==> src/rtl/onehot_dispatch_decoder_pkg.sv <==
// Shared constants and decode helper for the one-hot dispatch decoder.
package onehot_dispatch_decoder_pkg;
   localparam int SEL_W_DEF  = 5;
   localparam int MODE_PULSE = 0;
   localparam int MODE_HOLD  = 1;

   // One bit of a one-hot decode: high when position pos is the selected index.
   function automatic logic onehot_bit(input int idx, input int pos);
      return idx == pos;
   endfunction
endpackage

==> src/rtl/onehot_dispatch_decoder_onehot_decoder.sv <==
// Enable-gated combinational SEL_W -> 2^SEL_W one-hot decoder.
module onehot_decoder
   import onehot_dispatch_decoder_pkg::*;
#(
   parameter  int SEL_W = SEL_W_DEF,
   localparam int N     = 2**SEL_W
) (
   input  logic             i_en,
   input  logic [SEL_W-1:0] i_sel,
   output logic [N-1:0]     o_oh
);
   always_comb begin
      o_oh = '0;
      for (int i = 0; i < N; i++) o_oh[i] = i_en & onehot_bit(int'(i_sel), i);
   end
endmodule

==> src/rtl/onehot_dispatch_decoder.sv <==
// Dispatches requests to one of N channels, tracks per-channel busy and an
// incremental busy count; out is a one-cycle pulse or held until done.
module onehot_dispatch_decoder
   import onehot_dispatch_decoder_pkg::*;
#(
   parameter  int SEL_W     = SEL_W_DEF,
   parameter  int HOLD_MODE = MODE_PULSE,
   localparam int N         = 2**SEL_W,
   localparam int CW        = SEL_W + 1
) (
   input  logic             clk,
   input  logic             rst_n,
   input  logic             en,
   input  logic             req_valid,
   input  logic [SEL_W-1:0] req_sel,
   output logic             req_ready,
   input  logic [N-1:0]     done,
   output logic [N-1:0]     out,
   output logic [N-1:0]     busy,
   output logic [CW-1:0]    busy_cnt,
   output logic             all_busy
);
   logic [N-1:0]  r_busy, r_out;
   logic [CW-1:0] r_cnt;
   logic          r_all_busy;

   logic [N-1:0]  w_sel_oh, w_done_v, w_acc_oh, w_busy_nxt, w_out_nxt;
   logic          w_busy_hit, w_accept, w_acc_eff;
   logic [CW-1:0] w_pop, w_cnt_nxt;
   int            w_sum;

   onehot_decoder #(.SEL_W(SEL_W)) u_sel_dec (
      .i_en  (1'b1),
      .i_sel (req_sel),
      .o_oh  (w_sel_oh)
   );

   assign w_busy_hit = |(r_busy & w_sel_oh);
   assign req_ready  = en & rst_n & ~w_busy_hit;
   assign w_accept   = req_valid & req_ready;

   // A done on the channel being accepted cancels the acceptance.
   assign w_acc_eff  = w_accept & ~|(w_sel_oh & done);
   assign w_acc_oh   = w_sel_oh & {N{w_acc_eff}};
   assign w_done_v   = done & r_busy;
   assign w_busy_nxt = (r_busy & ~w_done_v) | w_acc_oh;

   always_comb begin
      w_pop = '0;
      for (int i = 0; i < N; i++) w_pop = w_pop + CW'(w_done_v[i]);
      w_sum = int'(r_cnt) + (w_acc_eff ? 1 : 0) - int'(w_pop);
      if (w_sum < 0)      w_cnt_nxt = '0;
      else if (w_sum > N) w_cnt_nxt = CW'(N);
      else                w_cnt_nxt = CW'(w_sum);
   end

   generate
      if (HOLD_MODE == MODE_HOLD) begin : g_hold
         logic [N-1:0] r_last;
         logic [N-1:0] w_last_nxt;
         assign w_last_nxt = w_accept ? w_sel_oh : r_last;
         always_ff @(posedge clk or negedge rst_n) begin
            if (!rst_n) r_last <= '0;
            else        r_last <= w_last_nxt;
         end
         assign w_out_nxt = en ? (w_busy_nxt & w_last_nxt) : '0;
      end else begin : g_pulse
         assign w_out_nxt = en ? w_acc_oh : '0;
      end
   endgenerate

   always_ff @(posedge clk or negedge rst_n) begin
      if (!rst_n) begin
         r_busy     <= '0;
         r_cnt      <= '0;
         r_all_busy <= 1'b0;
         r_out      <= '0;
      end else begin
         r_busy     <= w_busy_nxt;
         r_cnt      <= w_cnt_nxt;
         r_all_busy <= (w_cnt_nxt == CW'(N));
         r_out      <= w_out_nxt;
      end
   end

   assign out      = r_out;
   assign busy     = r_busy;
   assign busy_cnt = r_cnt;
   assign all_busy = r_all_busy;
endmodule

==> config.mk <==
export PLATFORM = sky130hd
export DESIGN_NAME = onehot_dispatch_decoder
export DESIGN_NICKNAME = d
export VERILOG_FILES = /design/src/rtl/onehot_dispatch_decoder_pkg.sv /design/src/rtl/onehot_dispatch_decoder_onehot_decoder.sv /design/src/rtl/onehot_dispatch_decoder.sv
export SDC_FILE = /design/constraint.sdc
export NUM_CORES = 1
export LEC_CHECK = 0
export BUFFER_PORTS_ARGS = -buffer_cell sky130_fd_sc_hd__buf_2
export CAP_MARGIN = 0
export CORE_MARGIN = 8
export CORE_UTILIZATION = 50
export DETAILED_ROUTE_END_ITERATION = 10
export PLACE_DENSITY = 0.74
export RECOVER_POWER = 50
export REMOVE_ABC_BUFFERS = 1
export SLEW_MARGIN = 10
export SYNTH_ARGS = -nofsm -noshare
export SYNTH_HDL_FRONTEND = slang
export SYNTH_SLANG_ARGS = --single-unit
==> constraint.sdc <==
create_clock -name clk -period 10.3 [get_ports clk]
set_input_delay 0.515 -clock clk [delete_from_list [all_inputs] [get_ports clk]]
set_output_delay 0.515 -clock clk [all_outputs]
set_load 0.005 [all_outputs]
# Word-level counts from Yosys, hierarchy flattened
# Cells that the tools add are included.
# W data, S select, Z words.
# totals
out_inout_bits	72
regBits	71
inputBits	41
elab_cells	91
# classes
muxes	4
n_addsub	33
magnitude_cmp	2
n_reduce_logical	4
eq_ne	32
n_bitwise	12
# ops
cell	count
$and A32 B32 Y32	5
$add A6 B1 Y6	26
$eq A5 B5 Y1 const B	16
$reduce_or A32 Y1	2
$eq A5 B4 Y1 const B	8
$mux W32	1
$not A32 Y32	1
$or A32 B32 Y32	1
$eq A5 B3 Y1 const B	4
$mux W6	2
$eq A5 B2 Y1 const B	2
$gt A8 B7 Y1 const B	1
$lt A8 B1 Y1 const B	1
$sub A7 B6 Y8	1
$add A6 B1 Y7	1
$add A5 B1 Y6	1
$eq A6 B6 Y1 const B	1
$add A4 B1 Y5	1
$eq A5 B1 Y1 const B	1
$logic_not A5 Y1	1
$add A3 B1 Y4	1
$and A1 B1 Y1	4
$add A2 B1 Y3	1
$add A1 B1 Y2	1
other kinds (3)	3

# Longest topological paths before layout
# depth
word_depth	37
depth_mapped	21
mapped_depth_nobuf	21

# Cells and area by module
# Synthesis repeated with hierarchy kept, for this count alone.
# unflattened
hier_cells	516
hier_area_um2	4932.2
# by_module_without_submodules
mod	seq_area_each_um2	area_per_inst_um2	cells_each	instances
onehot_dispatch_decoder	1776.7	4702.0	469	1
onehot_decoder	0.0	230.2	47	1

# Worst setup path after synthesis
# Ideal clock, no wire load.
# synth_timing
path_kind	input to register
startpoint	input done[9]
endpoint	register r_cnt[4] (netlist: busy_cnt[4])
setup_ps	73
slack_ps	4574
required_time_ps	10227
stages	20
t_arrival_ps	5654
n_path_buf	0
path_cell_list	and2_1 -> fa_1 -> ha_1 -> inv_1 -> fa_1 -> inv_1 -> fa_1 -> inv_1 -> fa_1 -> fa_1 -> fa_1 -> inv_1 -> fa_1 -> inv_1 -> fa_1 -> a21oi_1 -> nor2b_1 -> o21ai_0 -> o2111a_1 -> nor2b_1
# synth_via
elab_chain_cells	28
word_cells_on_any_way	35
classes_between	add/sub: 25; order compare: 2; mux: 3; bitwise: 3; reduce/logical: 2
# synth_lines
item	line_no	source
start: declaration	onehot_dispatch_decoder.sv:17	input logic [N-1:0] done,
$and A32 B32 Y32	onehot_dispatch_decoder.sv:45	assign w_done_v = done & r_busy;
$add A6 B1 Y6 (23 in series)	onehot_dispatch_decoder.sv:50	for (int i = 0; i < N; i++) w_pop = w_pop + CW'(w_done_v[i]);
$sub A7 B6 Y8 *	onehot_dispatch_decoder.sv:51	w_sum = int'(r_cnt) + (w_acc_eff ? 1 : 0) - int'(w_pop);
$gt A8 B7 Y1	onehot_dispatch_decoder.sv:53	else if (w_sum > N) w_cnt_nxt = CW'(N);
$mux W6	onehot_dispatch_decoder.sv:53	
$mux W6 *	onehot_dispatch_decoder.sv:52	if (w_sum < 0) w_cnt_nxt = '0;
via w_cnt_nxt[4]	onehot_dispatch_decoder.sv:29	logic [CW-1:0] w_pop, w_cnt_nxt;
end signal: assignment	onehot_dispatch_decoder.sv:80	r_cnt <= w_cnt_nxt;
end: declaration	onehot_dispatch_decoder.sv:24	logic [CW-1:0] r_cnt;
# The timed path passes the listed nets; every way through them passes the cells marked *.

# Worst setup path in the final report
# layout_timing
startpoint	register r_busy[9] (netlist: busy[9])
endpoint	register r_cnt[4] (netlist: busy_cnt[4])
# layout_via
elab_chain_cells	28
word_cells_on_any_way	37
classes_between	add/sub: 25; order compare: 2; mux: 3; bitwise: 6; reduce/logical: 1
# layout_lines
item	line_no	source
start: declaration	onehot_dispatch_decoder.sv:23	logic [N-1:0] r_busy, r_out;
start signal: assignment	onehot_dispatch_decoder.sv:79	r_busy <= w_busy_nxt;
$and A32 B32 Y32	onehot_dispatch_decoder.sv:45	
$add A6 B1 Y6 (23 in series)	onehot_dispatch_decoder.sv:50	
$sub A7 B6 Y8 *	onehot_dispatch_decoder.sv:51	
$gt A8 B7 Y1	onehot_dispatch_decoder.sv:53	
$mux W6	onehot_dispatch_decoder.sv:53	
$mux W6 *	onehot_dispatch_decoder.sv:52	
via w_cnt_nxt[4]	onehot_dispatch_decoder.sv:29	
# Marked as above.

==> impl_metrics.py <==
metrics = {
    "power": {
        "power_density_nw_per_um2": 143,
        "leakage_nw": 2.85,
        "vdd_ir_drop_max_v": 0.000105,
    },
    "placement": {
        "io_buffers": 112,
        "post-dp-hpwl_um": 11700,
        "globalplace.congestion": 0.914,
        "dpl_cell_area_um2": 5850,
        "dp_slack_ns": 4.12,
    },
    "synthesis": {
        "synth_edf_count": 0,
        "synth_top_area_share": 0.338,
        "synthDistinctLibCells": 57,
        "ys_seq_area_frac": 0.338,
        "yosysTopAreaCell": "dfrtp_1",
        "avgSynthCellArea_um2": 9.92,
        "ys_warn_count": 0,
        "synth-async-reset-ratio": 1.00,
        "syn_area_um2": 5250,
        "syn_inst": 529,
        "synth.area.top_cells": "dfrtp_1, fa_1, ha_1",
        "synth_ff_type": "dfrtp_1",
        "synth_seq_cells": 71,
    },
    "timing": {
        "grt_setup_unrepaired": "false",
        "setup_violations": 0,
        "hold_slack_ns": 0.352,
        "max_freq_mhz": 166,
        "slew_headroom": -0.954,
        "final.min_clock_period_ns": 6.03,
        "timing.final.ws_setup_ns": 4.27,
        "hold_viol": 0,
        "period_share": 0.586,
        "fin_worst_skew_ns": 0.00845,
        "tightest_slew_ns": 2.93,
        "drv_slew": 54,
        "fin_setup_tns_ns": 0,
    },
    "worst_setup_path": {
        "crit_fanout": 5,
        "cp_slowest_cell": "fa_1",
        "crit_chain": "and2_1 > fa_1 > ha_1 > inv_1 > fa_1 > inv_1 > fa_1 > inv_1 > fa_1 > fa_1 > fa_1 > inv_1 > fa_1 > inv_1 > fa_1 > a21oi_1 > nor2b_1 > o21ai_0 > o2111a_1 > nor2b_1",
        "criticalPathCategory": "reg2reg",
        "critical-path-top-delay-family": "adder cells",
        "reg2reg_depth": 20,
        "crit_start": "busy[9]",
        "cp_slowest_stage_delay_ns": 0.54,
        "worstSetupStartpointType": "flop",
        "rr_startpoint": "busy[9]",
        "path_buf_inv": 5,
        "crit_path_frequent_cell": "fa_1",
        "cp-end-kind": "flop",
        "arrival_ns": 6.31,
        "rr_endpoint": "busy_cnt[4]",
        "cp.required_ns": 10.58,
        "regToRegSetupSlack_ns": 4.27,
    },
    "route": {
        "drtPass1Iterations": 5,
        "drc": 0,
        "drt_wl_total_um": 16000,
        "vias": 4585,
        "routed_via_density": 6.02,
        "wl_per_cell_um": 21.0,
        "drtIter0Drc": 536,
        "antenna_left": 0,
    },
    "floorplanning": {
        "dieArea_um2": 14000,
        "boundaryPins": 113,
        "start_util": 0.511,
        "die_h_um": 118,
        "row_count": 37,
        "die_w_um": 118,
        "core_um2": 10300,
    },
    "final_layout": {
        "area_growth_pct": 14.7,
        "final_layout_size_suffix_gt1_frac": 0.201,
        "fin_nets": 724,
        "antennaDiodeCount": 0,
        "final_area_um2": 6020,
    },
    "flow_run": {
        "maxCapViolations": 1,
    },
    "clock_network": {
        "cts_buffers": 9,
        "clkTransAtPathRegs_ns": 0.08,
        "clockBufferDepth": 2,
        "cts_tree": "yes",
        "cts_hold_buf": 0,
        "numClockSinks": 71,
        "cts-root-buf": "clkbuf_8",
        "clkLatencyLatePin_ns": 0.36,
        "cts_resized": 0,
        "h-tree-depth": 3,
        "post_cts_buffers": 0,
    },
    "global_route": {
        "grt_start_max_net_pins": 66,
        "grt_pass1_vias": 4726,
        "grt_pass1_wl_um": 25600,
        "antenna_found_initial": 0,
        "grt_use_total": 0.228,
        "overflow": 0,
    },
    "min_path": {
        "hp-class": "in2async",
    },
    "outcome": {
        "failed_checks": "max-capacitance violations, max-slew violations",
        "run_status": "finished, violations left",
    },
}
==> per-layer routing <==
| metal | GRT usage | routed length (um) | share of wire |
|---|---|---|---|
| met2 | 0.343 | 7380 | 0.46 |
| met1 | 0.309 | 6950 | 0.43 |
| met4 | 0.0893 | 353 | 0.022 |
| met5 | 0 | 0 | 0 |
| met3 | 0.0571 | 1360 | 0.084 |
==> state kept, by name, summed over array words and instances, names as in the netlist <==
| register | flops |
|---|---|
| busy | 32 |
| out | 32 |
| busy_cnt | 6 |
| all_busy | 1 |
==> worst max-delay path by stage <==
stage	end	slack, ns	cells past startpoint
after global routing	busy_cnt[4]	4.06	20
after global placement	busy_cnt[4]	4.27	21
after CTS	busy_cnt[4]	4.30	20
after floorplan	busy_cnt[4]	4.30	14
after detailed placement	busy_cnt[4]	4.12	21
final	busy_cnt[4]	4.27	20
==> cells in the mapped netlist, types with 7 or more instances <==
master	number
clkbuf_1	9
o31ai_1	15
nor4_1	15
ha_1	32
and2_1	28
nor3_1	28
inv_1	65
nand4_1	11
nand2_1	30
fa_1	30
o22ai_1	7
nand3_1	10
nand3b_1	13
nand2b_1	25
nand4b_1	8
mux2i_1	18
buf_2	19
nor2_1	11
dfrtp_1	71
==> power by group <==
| part | leakage (nW) | switching (mW) | total [mW] | internal, mW |
|---|---|---|---|---|
| clock network | 0.0927 | 0.116 | 0.229 | 0.113 |
| registers | 0.986 | 0.00600 | 0.296 | 0.290 |
| logic | 1.77 | 0.198 | 0.335 | 0.137 |
| total | 2.85 | 0.320 | 0.860 | 0.540 |
==> per-stage QoR <==
step           power, mW  std cells   util
2_1_floorplan      0.535        494      -
3_3_place_gp       0.617        746  0.570
3_5_place_dp       0.634        746  0.570
4_1_cts            0.865        762  0.589
5_1_grt            0.919        762  0.586
6_report           0.860        762  0.586
==> layout make-up <==
| cell class | count | area [um2] |
|---|---|---|
| clock buffers | 10 | 128 |
| clock inverters | 6 | 71.3 |
| flip-flops and latches | 71 | 1780 |
| inverters | 65 | 244 |
| well taps | 136 | 170 |
| repair buffers | 116 | 562 |
| multi-input cells | 358 | 3070 |
| fillers | 947 | 4260 |
==> worst register-to-register path: stages (launching register included) <==
cell and delay, ns:
dfrtp_1 0.43, and2_1 0.18, fa_1 0.45, ha_1 0.29, inv_1 0.05, fa_1 0.53
inv_1 0.05, fa_1 0.35, inv_1 0.08, fa_1 0.43, fa_1 0.40, fa_1 0.54
inv_1 0.05, fa_1 0.53, inv_1 0.07, fa_1 0.46, a21oi_1 0.21, nor2b_1 0.09
o21ai_0 0.28, o2111a_1 0.30, nor2b_1 0.17
==> cells in the final DEF (no fill, tap or decap), types with 18 or more instances in the layout <==
cell type,instances
and2_1,28
buf_2,92
clkbuf_1,22
dfrtp_1,71
fa_1,30
ha_1,32
inv_1,65
mux2i_1,18
nand2_1,30
nand2b_1,25
nor3_1,28
==> cells by family after synthesis <==
kind of cell / synth area share
AND/OR/NAND/NOR: 0.236
buffers and inverters: 0.0803
AO/OA/AOI/OAI: 0.117
flip-flops: 0.338
adder cells (fa/ha/maj): 0.191
multiplexers: 0.0343
XOR/XNOR: 0.00334
Power figures use the tool's default switching activity.
